`src/rtl/cmd_frame_dispatch.sv`:
```
// Command frame receiver and payload dispatcher.
// Parses HDR0 HDR1 CMD LEN <payload> CHK from an unthrottled byte stream,
// buffers the payload and verifies the additive checksum. Good frames are
// replayed on a ready/valid payload stream framed by cmd_start/cmd_done.
// Protocol faults are reported as single-cycle error pulses.
`timescale 1ns / 1ps
module cmd_frame_dispatch #(
  parameter int unsigned MAX_PAYLOAD    = 64,
  parameter int unsigned TIMEOUT_CYCLES = 60000,
  parameter logic [7:0]  HDR0           = 8'hAA,
  parameter logic [7:0]  HDR1           = 8'h55
) (
  input  logic       clk,
  input  logic       rst_n,
  input  logic [7:0] usb_data_in,
  input  logic       usb_data_valid_in,
  output logic [7:0] cmd_code,
  output logic [7:0] cmd_len,
  output logic       cmd_start,
  output logic       cmd_done,
  output logic [7:0] out_data,
  output logic       out_valid,
  input  logic       out_ready,
  output logic       err_checksum,
  output logic       err_len,
  output logic       err_timeout,
  output logic       err_overrun,
  output logic       busy
);

  localparam int unsigned AW = (MAX_PAYLOAD > 1) ? $clog2(MAX_PAYLOAD) : 1;
  localparam int unsigned TW = (TIMEOUT_CYCLES > 1) ? $clog2(TIMEOUT_CYCLES + 1) : 1;
  localparam logic [TW-1:0] TimerLast = TW'(TIMEOUT_CYCLES - 1);
  localparam logic [7:0]    MaxLen    = 8'(MAX_PAYLOAD);

  typedef enum logic [2:0] {
    StIdle,
    StSync,
    StCmd,
    StLen,
    StPayload,
    StChk,
    StDispatch
  } state_e;

  state_e        r_state;
  logic [7:0]    r_cmd;
  logic [7:0]    r_len;
  logic [7:0]    r_sum;
  // Shared index: write pointer while receiving, read pointer while dispatching.
  logic [7:0]    r_idx;
  logic [TW-1:0] r_timer;

  logic [7:0]    r_cmd_code;
  logic [7:0]    r_cmd_len;
  logic          r_cmd_start;
  logic          r_cmd_done;
  logic [7:0]    r_out_data;
  logic          r_out_valid;
  logic          r_err_checksum;
  logic          r_err_len;
  logic          r_err_timeout;
  logic          r_err_overrun;
  logic          r_busy;

  logic [7:0]    r_buf [MAX_PAYLOAD];

  logic          w_buf_we;
  logic [AW-1:0] w_buf_addr;
  logic [7:0]    w_rd_data;

  // Payload buffer port decode: written only while collecting payload bytes.
  always_comb begin
    w_buf_we   = (r_state == StPayload) && usb_data_valid_in;
    w_buf_addr = r_idx[AW-1:0];
    w_rd_data  = r_buf[w_buf_addr];
  end

  // Payload storage; contents are don't-care after reset, so no reset term.
  always_ff @(posedge clk) begin
    if (w_buf_we) begin
      r_buf[w_buf_addr] <= usb_data_in;
    end
  end

  // Frame parser, dispatcher and all registered outputs.
  always_ff @(posedge clk or negedge rst_n) begin
    if (!rst_n) begin
      r_state        <= StIdle;
      r_cmd          <= '0;
      r_len          <= '0;
      r_sum          <= '0;
      r_idx          <= '0;
      r_timer        <= '0;
      r_cmd_code     <= '0;
      r_cmd_len      <= '0;
      r_cmd_start    <= 1'b0;
      r_cmd_done     <= 1'b0;
      r_out_data     <= '0;
      r_out_valid    <= 1'b0;
      r_err_checksum <= 1'b0;
      r_err_len      <= 1'b0;
      r_err_timeout  <= 1'b0;
      r_err_overrun  <= 1'b0;
      r_busy         <= 1'b0;
    end else begin
      // Pulses default low; branches below raise them for one cycle.
      r_cmd_start    <= 1'b0;
      r_cmd_done     <= 1'b0;
      r_err_checksum <= 1'b0;
      r_err_len      <= 1'b0;
      r_err_timeout  <= 1'b0;
      r_err_overrun  <= 1'b0;

      case (r_state)
        StIdle: begin
          r_timer <= '0;
          if (usb_data_valid_in && (usb_data_in == HDR0)) begin
            r_state <= StSync;
            r_busy  <= 1'b1;
          end
        end

        StDispatch: begin
          // No backpressure upstream, so a byte here is lost and flagged.
          if (usb_data_valid_in) begin
            r_err_overrun <= 1'b1;
          end
          if (r_cmd_start) begin
            if (r_cmd_len == 8'd0) begin
              r_cmd_done <= 1'b1;
              r_state    <= StIdle;
              r_busy     <= 1'b0;
            end else begin
              r_out_valid <= 1'b1;
              r_out_data  <= w_rd_data;
              r_idx       <= r_idx + 8'd1;
            end
          end else if (r_out_valid && out_ready) begin
            if (r_idx == r_cmd_len) begin
              r_out_valid <= 1'b0;
              r_cmd_done  <= 1'b1;
              r_state     <= StIdle;
              r_busy      <= 1'b0;
            end else begin
              r_out_data <= w_rd_data;
              r_idx      <= r_idx + 8'd1;
            end
          end
        end

        default: begin
          // Receiving states: a byte restarts the inter-byte timer.
          if (usb_data_valid_in) begin
            r_timer <= '0;
            case (r_state)
              StSync: begin
                if (usb_data_in == HDR1) begin
                  r_state <= StCmd;
                  r_sum   <= '0;
                end else if (usb_data_in != HDR0) begin
                  r_state <= StIdle;
                  r_busy  <= 1'b0;
                end
              end

              StCmd: begin
                r_cmd   <= usb_data_in;
                r_sum   <= r_sum + usb_data_in;
                r_state <= StLen;
              end

              StLen: begin
                r_len <= usb_data_in;
                r_sum <= r_sum + usb_data_in;
                r_idx <= '0;
                if (usb_data_in > MaxLen) begin
                  r_err_len <= 1'b1;
                  r_state   <= StIdle;
                  r_busy    <= 1'b0;
                end else if (usb_data_in == 8'd0) begin
                  r_state <= StChk;
                end else begin
                  r_state <= StPayload;
                end
              end

              StPayload: begin
                r_sum <= r_sum + usb_data_in;
                if (r_idx == (r_len - 8'd1)) begin
                  r_state <= StChk;
                end else begin
                  r_idx <= r_idx + 8'd1;
                end
              end

              StChk: begin
                if (usb_data_in == r_sum) begin
                  r_state     <= StDispatch;
                  r_cmd_start <= 1'b1;
                  r_cmd_code  <= r_cmd;
                  r_cmd_len   <= r_len;
                  r_idx       <= '0;
                end else begin
                  r_err_checksum <= 1'b1;
                  r_state        <= StIdle;
                  r_busy         <= 1'b0;
                end
              end

              default: begin
                r_state <= StIdle;
                r_busy  <= 1'b0;
              end
            endcase
          end else if (r_timer == TimerLast) begin
            r_err_timeout <= 1'b1;
            r_timer       <= '0;
            r_state       <= StIdle;
            r_busy        <= 1'b0;
          end else begin
            r_timer <= r_timer + TW'(1);
          end
        end
      endcase
    end
  end

  assign cmd_code     = r_cmd_code;
  assign cmd_len      = r_cmd_len;
  assign cmd_start    = r_cmd_start;
  assign cmd_done     = r_cmd_done;
  assign out_data     = r_out_data;
  assign out_valid    = r_out_valid;
  assign err_checksum = r_err_checksum;
  assign err_len      = r_err_len;
  assign err_timeout  = r_err_timeout;
  assign err_overrun  = r_err_overrun;
  assign busy         = r_busy;

endmodule

```
`config.mk`:
```
export PLATFORM = sky130hd
export DESIGN_NAME = cmd_frame_dispatch
export DESIGN_NICKNAME = d
export VERILOG_FILES = /design/src/rtl/cmd_frame_dispatch.sv
export SDC_FILE = /design/constraint.sdc
export NUM_CORES = 1
export LEC_CHECK = 0
export BUFFER_PORTS_ARGS = -buffer_cell sky130_fd_sc_hd__buf_2
export CORE_MARGIN = 2
export CORE_UTILIZATION = 40
export CTS_CLUSTER_SIZE = 12
export DETAILED_ROUTE_END_ITERATION = 7
export GPL_TIMING_DRIVEN = 0
export HOLD_SLACK_MARGIN = 0.08
export MAX_ROUTING_LAYER = met4
export PLACE_DENSITY = 0.6
export SYNTH_ARGS = -nofsm -noshare
export SYNTH_HDL_FRONTEND = slang
export SYNTH_SLANG_ARGS = --single-unit
```
`constraint.sdc`:
```
create_clock -name clk -period 2.6 [get_ports clk]
set_clock_uncertainty 0.05 [all_clocks]
set_input_delay 0 -clock clk [delete_from_list [all_inputs] [get_ports clk]]
set_output_delay 0 -clock clk [all_outputs]
set_load 0.005 [all_outputs]
```
==> results.tsv, run 1 <==
stage	metric	value	unit
run_status	status	finished, violations left	
run_status	violations	negative setup slack	
clock_tree	clkSlewWorstSetupHoldPaths	0.06	ns
drt	via_per_inst	6.28	
global_routing	overflow	0	
synthesis	synth_area	0.0243	mm2
die	die_w	251	um
clock_tree	cts_tree	built	
clock_tree	h-tree-depth	2	
final_layout	multiInputGateArea	0.00764	mm2
synthesis	yosys-mux-area-fraction	8.89	%
global_routing	antenna_found_initial	2	
power_and_ir_drop	pwr-share-comb	21.4	%
setup_path	worstPathCellList	buf_6 > buf_12 > clkinvlp_4 > buf_6 > a221o_1 > a222oi_1 > o22ai_1 > nor4_4 > o21ai_1	
drt	num_vias	16600	
setup_path	crit_fanout	8	
synthesis	async_flop_share	13.9	%
global_routing	grt_usage	26.5	%
synthesis	postSynthRegisterBits	595	
setup_path	cpMostUsedCell	buf_6	
placed_design	placed_area	0.0255	mm2
global_routing	grt_pass1_wl	115000	um
synthesis	netlist_instances	1570	
power_and_ir_drop	powerDensity	774	mW/mm2
clock_tree	cts-buffers-inserted	60	
sta	worst_slew_pin_slew	1.14	ns
final_layout	layout-drive-gt1-share	32.5	%
clock_tree	worstSkewPairLatency	0.64	ns
hold_path	worstHoldPathType	in2reg	
job	drv_cap	0	
synthesis	ys_dominant_reg_cell	edfxtp_1	
die	die_area	0.0628	mm2
synthesis	synth_fp_nets	1593	
final_layout	final_area	0.0314	mm2
sta	period_share	106	%
synthesis	yosysSeqAreaShare	71.8	%
power_and_ir_drop	p_seq_share	43.6	%
die	num_rows	90	
synthesis	synth-xor-area-share	0.829	%
final_layout	final_util	52.1	%
setup_path	crit_buf_inv	4	
synthesis	yosys.area_share.simple	6.86	%
synthesis	yosys_warnings	0	
clock_tree	clockRootBuffer	clkbuf_16	
sta	hold_ws	0.139	ns
setup_path	arrival	3.20	ns
power_and_ir_drop	internal-power	17.1	mW
setup_path	critPathRequiredTime	3.06	ns
synthesis	yosys-top-cells-area	edfxtp_1 63%, dfrtp_1 8.5%, mux4_2 3.7%	
final_layout	area_growth	29.2	%
setup_path	cpPeakStageDelay	0.47	ns
drt	routedWlPerCell	31.3	um
sta	setup-violations-final	20	
setup_path	slowest_stage	nor4_4	
power_and_ir_drop	total_leakage_power	10.6	nW
setup_path	critPathCaptureType	flip-flop	
die	io_pins	44	
synthesis	avgSynthCellArea	15.5	um2
sta	setup_tns	-0.708	ns
final_layout	fill_cells	4778	
global_routing	grt_pass1_vias	15700	
die	die_y	251	um
synthesis	yosysMostFrequentCell	edfxtp_1	
placed_design	gpl.final_weighted_congestion	0.950	
sta	slew_viol_final	0	
synthesis	yosysTopAreaCellShare	63.3	%
power_and_ir_drop	p_sw	7.19	mW
final_layout	register_area	0.0175	mm2
synthesis	synth_top_family_by_area	compound AO/OA/AOI/OAI gates	
sta	hold_viol	0	
synthesis	synthTopCellsByCount	512 x edfxtp_1, 135 x nand2_1, 116 x nor2_1, 83 x dfrtp_1, 73 x o21ai_0	
drt	first_pass_iters	6	
sta	fin_ws	-0.148	ns
power_and_ir_drop	pwr-share-clk	35.0	%
setup_path	cp_top_family	compound AO/OA/AOI/OAI gates	
clock_tree	cts_buffer_depth	3	
synthesis	synth_edf_count	512	
drt	drtIter0Drc	2346	
clock_tree	clock-sinks	595	
synthesis	ys_types	64	
sta	max_freq	0.364	GHz
sta	relSlewSlack	23.2	%
setup_path	rrSetupSlack	-0.15	ns
drt	drt_wl_total	82700	um
setup_path	critical_path_class	reg2reg	
sta	min_period	2.75	ns
power_and_ir_drop	vdd_drop_max	0.000555	V
synthesis	synthAdderAreaFrac	0.597	%
die	initial_utilization	40.3	%
die	core	0.0602	mm2
placed_design	port-buffer-count	42	
power_and_ir_drop	p_total	24.3	mW
power_and_ir_drop	switching_share	29.6	%
placed_design	hpwl	47700	um
synthesis	synth_top_cell_by_area	edfxtp_1	
drt	postRouteAntennaNets	0	
setup_path	critPathLaunchType	flip-flop	
final_layout	finalNetCount	1837	
synthesis	synth_compound_area_share	9.05	%
sta	grt_setup_unrepaired	true	
global_routing	grt_start_max_net_pins	70	
drt	drc	0	
power by group through the flow:
stage	sequential [mW]	combinational (mW)	clock (mW)
after CTS	10.6	4.76	8.55
after detailed placement	10.8	3.87	0
after global placement	10.8	3.82	0
after floorplan	10.8	2.14	0
final	10.6	5.21	8.51
after global routing	10.6	5.32	8.93
layer usage:
layer / vias to the layer above / wire (um) / track usage, %
met5: - / 0 / -
met4: 0 / 4910 / 14.1
met3: 323 / 9200 / 6.37
met2: 1183 / 36800 / 38.4
met1: 8354 / 31800 / 34.5
li1: 6726 / - / -
layout make-up:
type	count	share of cell area, %
Antenna cell	1	0.00797
Buffer	85	3.06
Clock buffer	92	5.46
Clock inverter	16	0.590
Inverter	18	0.251
Multi-Input combinational cell	867	24.3
Sequential cell	595	55.6
Tap cell	782	3.12
Timing Repair Buffer	187	7.62
layout by cell type, fill, tap and decap left out, types with 12 or more instances in the layout:
cell       count
a21oi_1       16
a221o_1       13
a221oi_1      39
a22o_1        27
a22oi_1       28
buf_12        72
buf_16        20
buf_2         44
buf_4         79
clkbuf_1      32
clkbuf_16     65
clkbuf_4      14
dfrtp_1       82
edfxtp_1     512
inv_1         15
mux2_2        55
mux2i_1       40
mux2i_2       12
mux2i_4       12
mux4_2        40
nand2_1      119
nand3_1       17
nor2_1        50
nor2_4        64
o21ai_0       60
o22ai_1       30
xor2_1        17
timing repair:
| action | in CTS | in global routing |
|---|---|---|
| hold buffers | 17 | 2 |
| resized for setup | 413 | 85 |
| pin swaps | 67 | 24 |
| setup endpoints to repair | 540 | 548 |
| cloned | 2 | 3 |
| hold endpoints to repair | 498 | 64 |
| buffers inserted | 85 | 35 |
sequential cells by signal, indices dropped and copies added (netlist names), 3 cells and up:
register,flops
r_cmd,8
cmd_code,8
r_idx,8
r_timer,16
cmd_len,8
r_len,8
r_sum,8
r_state,3
r_buf,512
out_data,8
stage by stage:
stage / std cells / setup WS, ns
2_1_floorplan: 1570 / -0.00363
3_3_place_gp: 2394 / -1.60
3_5_place_dp: 2395 / -1.66
4_1_cts: 2602 / -0.100
5_1_grt: 2643 / -0.129
6_report: 2643 / -0.148
logic make-up after synthesis:
kind of cell / after synthesis
flops: 595
simple gates: 366
compound gates: 308
mux: 159
buf+inv: 108
xor+xnor: 23
fa+ha+maj: 11
path summary, 6_finish.rpt:
kind,from,endpoint,cells after the start
max in group asynchronous,rst_n,r_idx[0],4
worst min-delay path,usb_data_in[7],r_buf[5][7],1
worst max-delay path,r_idx[1],out_data[2],9
min in group asynchronous,rst_n,cmd_code[4],4
worst max register to register,r_idx[1],out_data[2],9
worst min register to register,r_cmd[6],cmd_code[6],2
Power figures use the tool's default switching activity.
==> run 2: changes to the inputs <==
--- a/config.mk
+++ b/config.mk
@@ -5,6 +5,7 @@
 export SDC_FILE = /design/constraint.sdc
 export NUM_CORES = 1
 export LEC_CHECK = 0
+export ABC_AREA = 1
 export BUFFER_PORTS_ARGS = -buffer_cell sky130_fd_sc_hd__buf_2
 export CORE_MARGIN = 2
 export CORE_UTILIZATION = 40
==> results.tsv, run 2 <==
stage	metric	value	unit	change
setup_path	slowest_stage	nor2_2		
sta	fin_ws	0.0159	ns	+0.164 ns
setup_path	arrival	2.76	ns	-0.44 ns
final_layout	register_area	0.0175	mm2	about the same
die	io_pins	44		unchanged
clock_tree	cts-buffers-inserted	67		+12%
die	num_rows	94		+4.4%
clock_tree	clockRootBuffer	clkbuf_16		
power_and_ir_drop	total_leakage_power	12.9	nW	+22%
placed_design	hpwl	53300	um	+12%
synthesis	yosys-top-cells-area	edfxtp_1 57%, nand2_1 20%, dfrtp_1 7.7%		
power_and_ir_drop	switching_share	24.2	%	-5.3 points
synthesis	synth_fp_nets	2817		+77%
final_layout	final_cell_mix	1439 x nand2_1, 512 x edfxtp_1, 135 x nand4_1		
power_and_ir_drop	pwr-share-clk	41.3	%	+6.3 points
clock_tree	h-tree-depth	3		+1
sta	hold_viol	0		unchanged
synthesis	async_flop_share	13.9	%	unchanged
global_routing	grt_usage	23.8	%	-2.7 points
final_layout	final_area	0.0311	mm2	-0.96%
setup_path	cp.depth	6		-3
global_routing	grt_pass1_vias	19700		+25%
setup_path	r2r-end	r_buf[36][5]		
power_and_ir_drop	powerDensity	698	mW/mm2	-9.8%
placed_design	placed_area	0.0282	mm2	+11%
synthesis	yosysTopAreaCellShare	57.3	%	-6.0 points
placed_design	dp_slack	-1.15	ns	+0.510 ns
synthesis	yosysMostFrequentCell	nand2_1		
synthesis	synthTopCellsByCount	1440 x nand2_1, 512 x edfxtp_1, 175 x nor2_1, 135 x nand4_1, 107 x inv_1		
sta	worst_slew_pin_slew	0.940	ns	-0.203 ns
setup_path	worstPathCellList	inv_2 > clkbuf_4 > buf_2 > nand4_1 > buf_4 > nor2_2		
global_routing	antenna_found_initial	1		-1
power_and_ir_drop	pwr-share-comb	9.2	%	-12 points
power_and_ir_drop	p_sw	5.26	mW	-27%
hold_path	worstHoldPathType	in2reg		
final_layout	fill_cells	6182		+29%
clock_tree	clock-sinks	595		unchanged
synthesis	yosysSeqAreaShare	65.0	%	-6.8 points
sta	max_freq	0.387	GHz	+6.4%
setup_path	critical_path_class	reg2reg		
drt	drc	0		unchanged
setup_path	crit_path_start	r_idx[1]		
power_and_ir_drop	internal-power	16.5	mW	-3.9%
drt	postRouteAntennaNets	0		unchanged
sta	period_share	99.4	%	-6.3 points
final_layout	multiInputGateArea	0.00866	mm2	+13%
sta	hold_ws	0.240	ns	+0.101 ns
drt	drt_wl_total	80300	um	-2.9%
drt	first_pass_iters	6		unchanged
setup_path	critPathRequiredTime	2.78	ns	-0.28 ns
final_layout	finalNetCount	2965		+61%
placed_design	dp.cells	3703		+55%
drt	routedWlPerCell	20.8	um	-33%
setup_path	crit_buf_inv	4		unchanged
die	core	0.0661	mm2	+9.7%
synthesis	synth_edf_count	512		unchanged
setup_path	rr_worst_depth	6		-3
synthesis	postSynthRegisterBits	595		unchanged
synthesis	synth_top_cell_by_area	edfxtp_1		
setup_path	crit_fanout	10		+2
die	initial_utilization	40.6	%	+0.25 points
setup_path	cp_top_family	buffers and inverters		
global_routing	grt_start_max_net_pins	71		+1.4%
job	drv_cap	0		unchanged
run_status	status	complete, no violations		
drt	num_vias	20200		+22%
global_routing	grt_pass1_wl	120000	um	+5.1%
die	die_w	263	um	+5.0%
clock_tree	cts_buffer_depth	3		unchanged
clock_tree	cts_tree	built		
setup_path	rrSetupSlack	0.02	ns	+0.16 ns
synthesis	synth_area	0.0268	mm2	+10%
drt	drtIter0Drc	1930		-18%
sta	grt_setup_unrepaired	true		
setup_path	critPathCaptureType	flip-flop		
final_layout	fin_cells	3855		+46%
power_and_ir_drop	p_total	21.7	mW	-11%
placed_design	gpl.final_weighted_congestion	0.946		-0.42%
sta	setup-violations-final	0		-100%
power_and_ir_drop	p_seq_share	49.5	%	+5.9 points
global_routing	overflow	0		unchanged
setup_path	critPathLaunchType	flip-flop		
clock_tree	clkSlewWorstSetupHoldPaths	0.06	ns	about the same
clock_tree	worstSkewPairLatency	0.62	ns	-0.02 ns
final_layout	area_growth	15.9	%	
final_layout	largest_register_ffs	512		unchanged
placed_design	port-buffer-count	42		unchanged
die	die_area	0.0692	mm2	+10%
synthesis	avgSynthCellArea	9.60	um2	-38%
final_layout	regMostFlops	r_buf		
synthesis	netlist_instances	2794		+78%
setup_path	endpoint	r_buf[36][5]		
sta	relSlewSlack	37.4	%	+14 points
synthesis	ys_dominant_reg_cell	edfxtp_1		
final_layout	reg_top3	r_buf: 512 flops, r_timer: 16 flops		
synthesis	ys_types	42		-34%
die	die_y	263	um	+5.0%
setup_path	timing.rr.start	r_idx[1]		
final_layout	layout-drive-gt1-share	12.0	%	-21 points
sta	min_period	2.58	ns	-0.164 ns
final_layout	final_common_cell	nand2_1		
drt	via_per_inst	5.25		-16%
power_and_ir_drop	vdd_drop_max	0.000388	V	-30%
sta	slew_viol_final	0		unchanged
synthesis	yosys_warnings	0		unchanged
setup_path	cpPeakStageDelay	0.43	ns	-0.04 ns
==> run 2: how the worst min path moves through the flow <==
stage / cells after the start / to / slack, ns / start
2_1_floorplan: 0 / busy / -0.35 / rst_n
3_3_place_gp: 3 / r_state[1] / 0.31 / usb_data_valid_in
3_5_place_dp: 1 / r_timer[9] / -0.1 / rst_n
4_1_cts: 4 / r_state[1] / 0.21 / usb_data_valid_in
5_1_grt: 4 / r_state[1] / 0.25 / usb_data_valid_in
6_report: 4 / r_state[1] / 0.24 / usb_data_valid_in
==> run 2: area by class of cell <==
cell class	instances	area share, %
diodes	1	0.00805
plain buffers	133	2.31
clock buffers	90	6.04
clock inverters	27	0.571
inverters	116	1.44
multi-input cells	1949	27.9
flip-flops and latches	595	56.1
well taps	864	3.48
repair buffers	80	2.18
==> run 2: logic make-up after synthesis <==
kind of cell	count (synthesis)	share of synthesized area, %
flip-flops	595	65.0
XOR/XNOR	24	0.811
buffers and inverters	250	4.27
AO/OA/AOI/OAI	73	1.49
AND/OR/NAND/NOR	1841	27.9
adder cells (fa/ha/maj)	11	0.541
==> run 2: routing by layer <==
layer | track usage, % | vias to the layer above | wire length, um
li1 | - | 9513 | -
met1 | 31.2 | 9832 | 34200
met2 | 37.0 | 734 | 37200
met3 | 4.32 | 160 | 5860
met4 | 9.07 | 0 | 3000
met5 | - | - | 0
==> run 2: worst min-delay path, delay by kind of cell <==
kind	cells	cell delay, ns
buf+inv	2	0.71
simple gates	2	0.14
==> run 2: timing repair <==
item / 4_1_cts / 5_1_grt
hold endpoints to repair: 633 / 0
hold buffers: 13 / 0
endpoints found under the setup margin: 512 / 375
pin swaps: 6 / 2
gates resized for setup: 90 / 45
buffers inserted: 15 / 7
==> run 2: power by group through the flow <==
stage	clock network [mW]	logic, mW	registers (mW)
after floorplan	0	1.34	10.9
final	8.97	1.99	10.7
after global placement	0	1.90	10.9
after global routing	9.45	2.27	10.8
after CTS	9.11	1.99	10.7
after detailed placement	0	1.96	10.9
==> run 2: per-stage QoR <==
step           utilization, %  setup TNS [ns]
5_1_grt                  47.0           -4.43
3_5_place_dp             42.7         -395.78
4_1_cts                  46.7               0
3_3_place_gp             42.5         -391.94
2_1_floorplan               -               0
6_report                 47.0               0
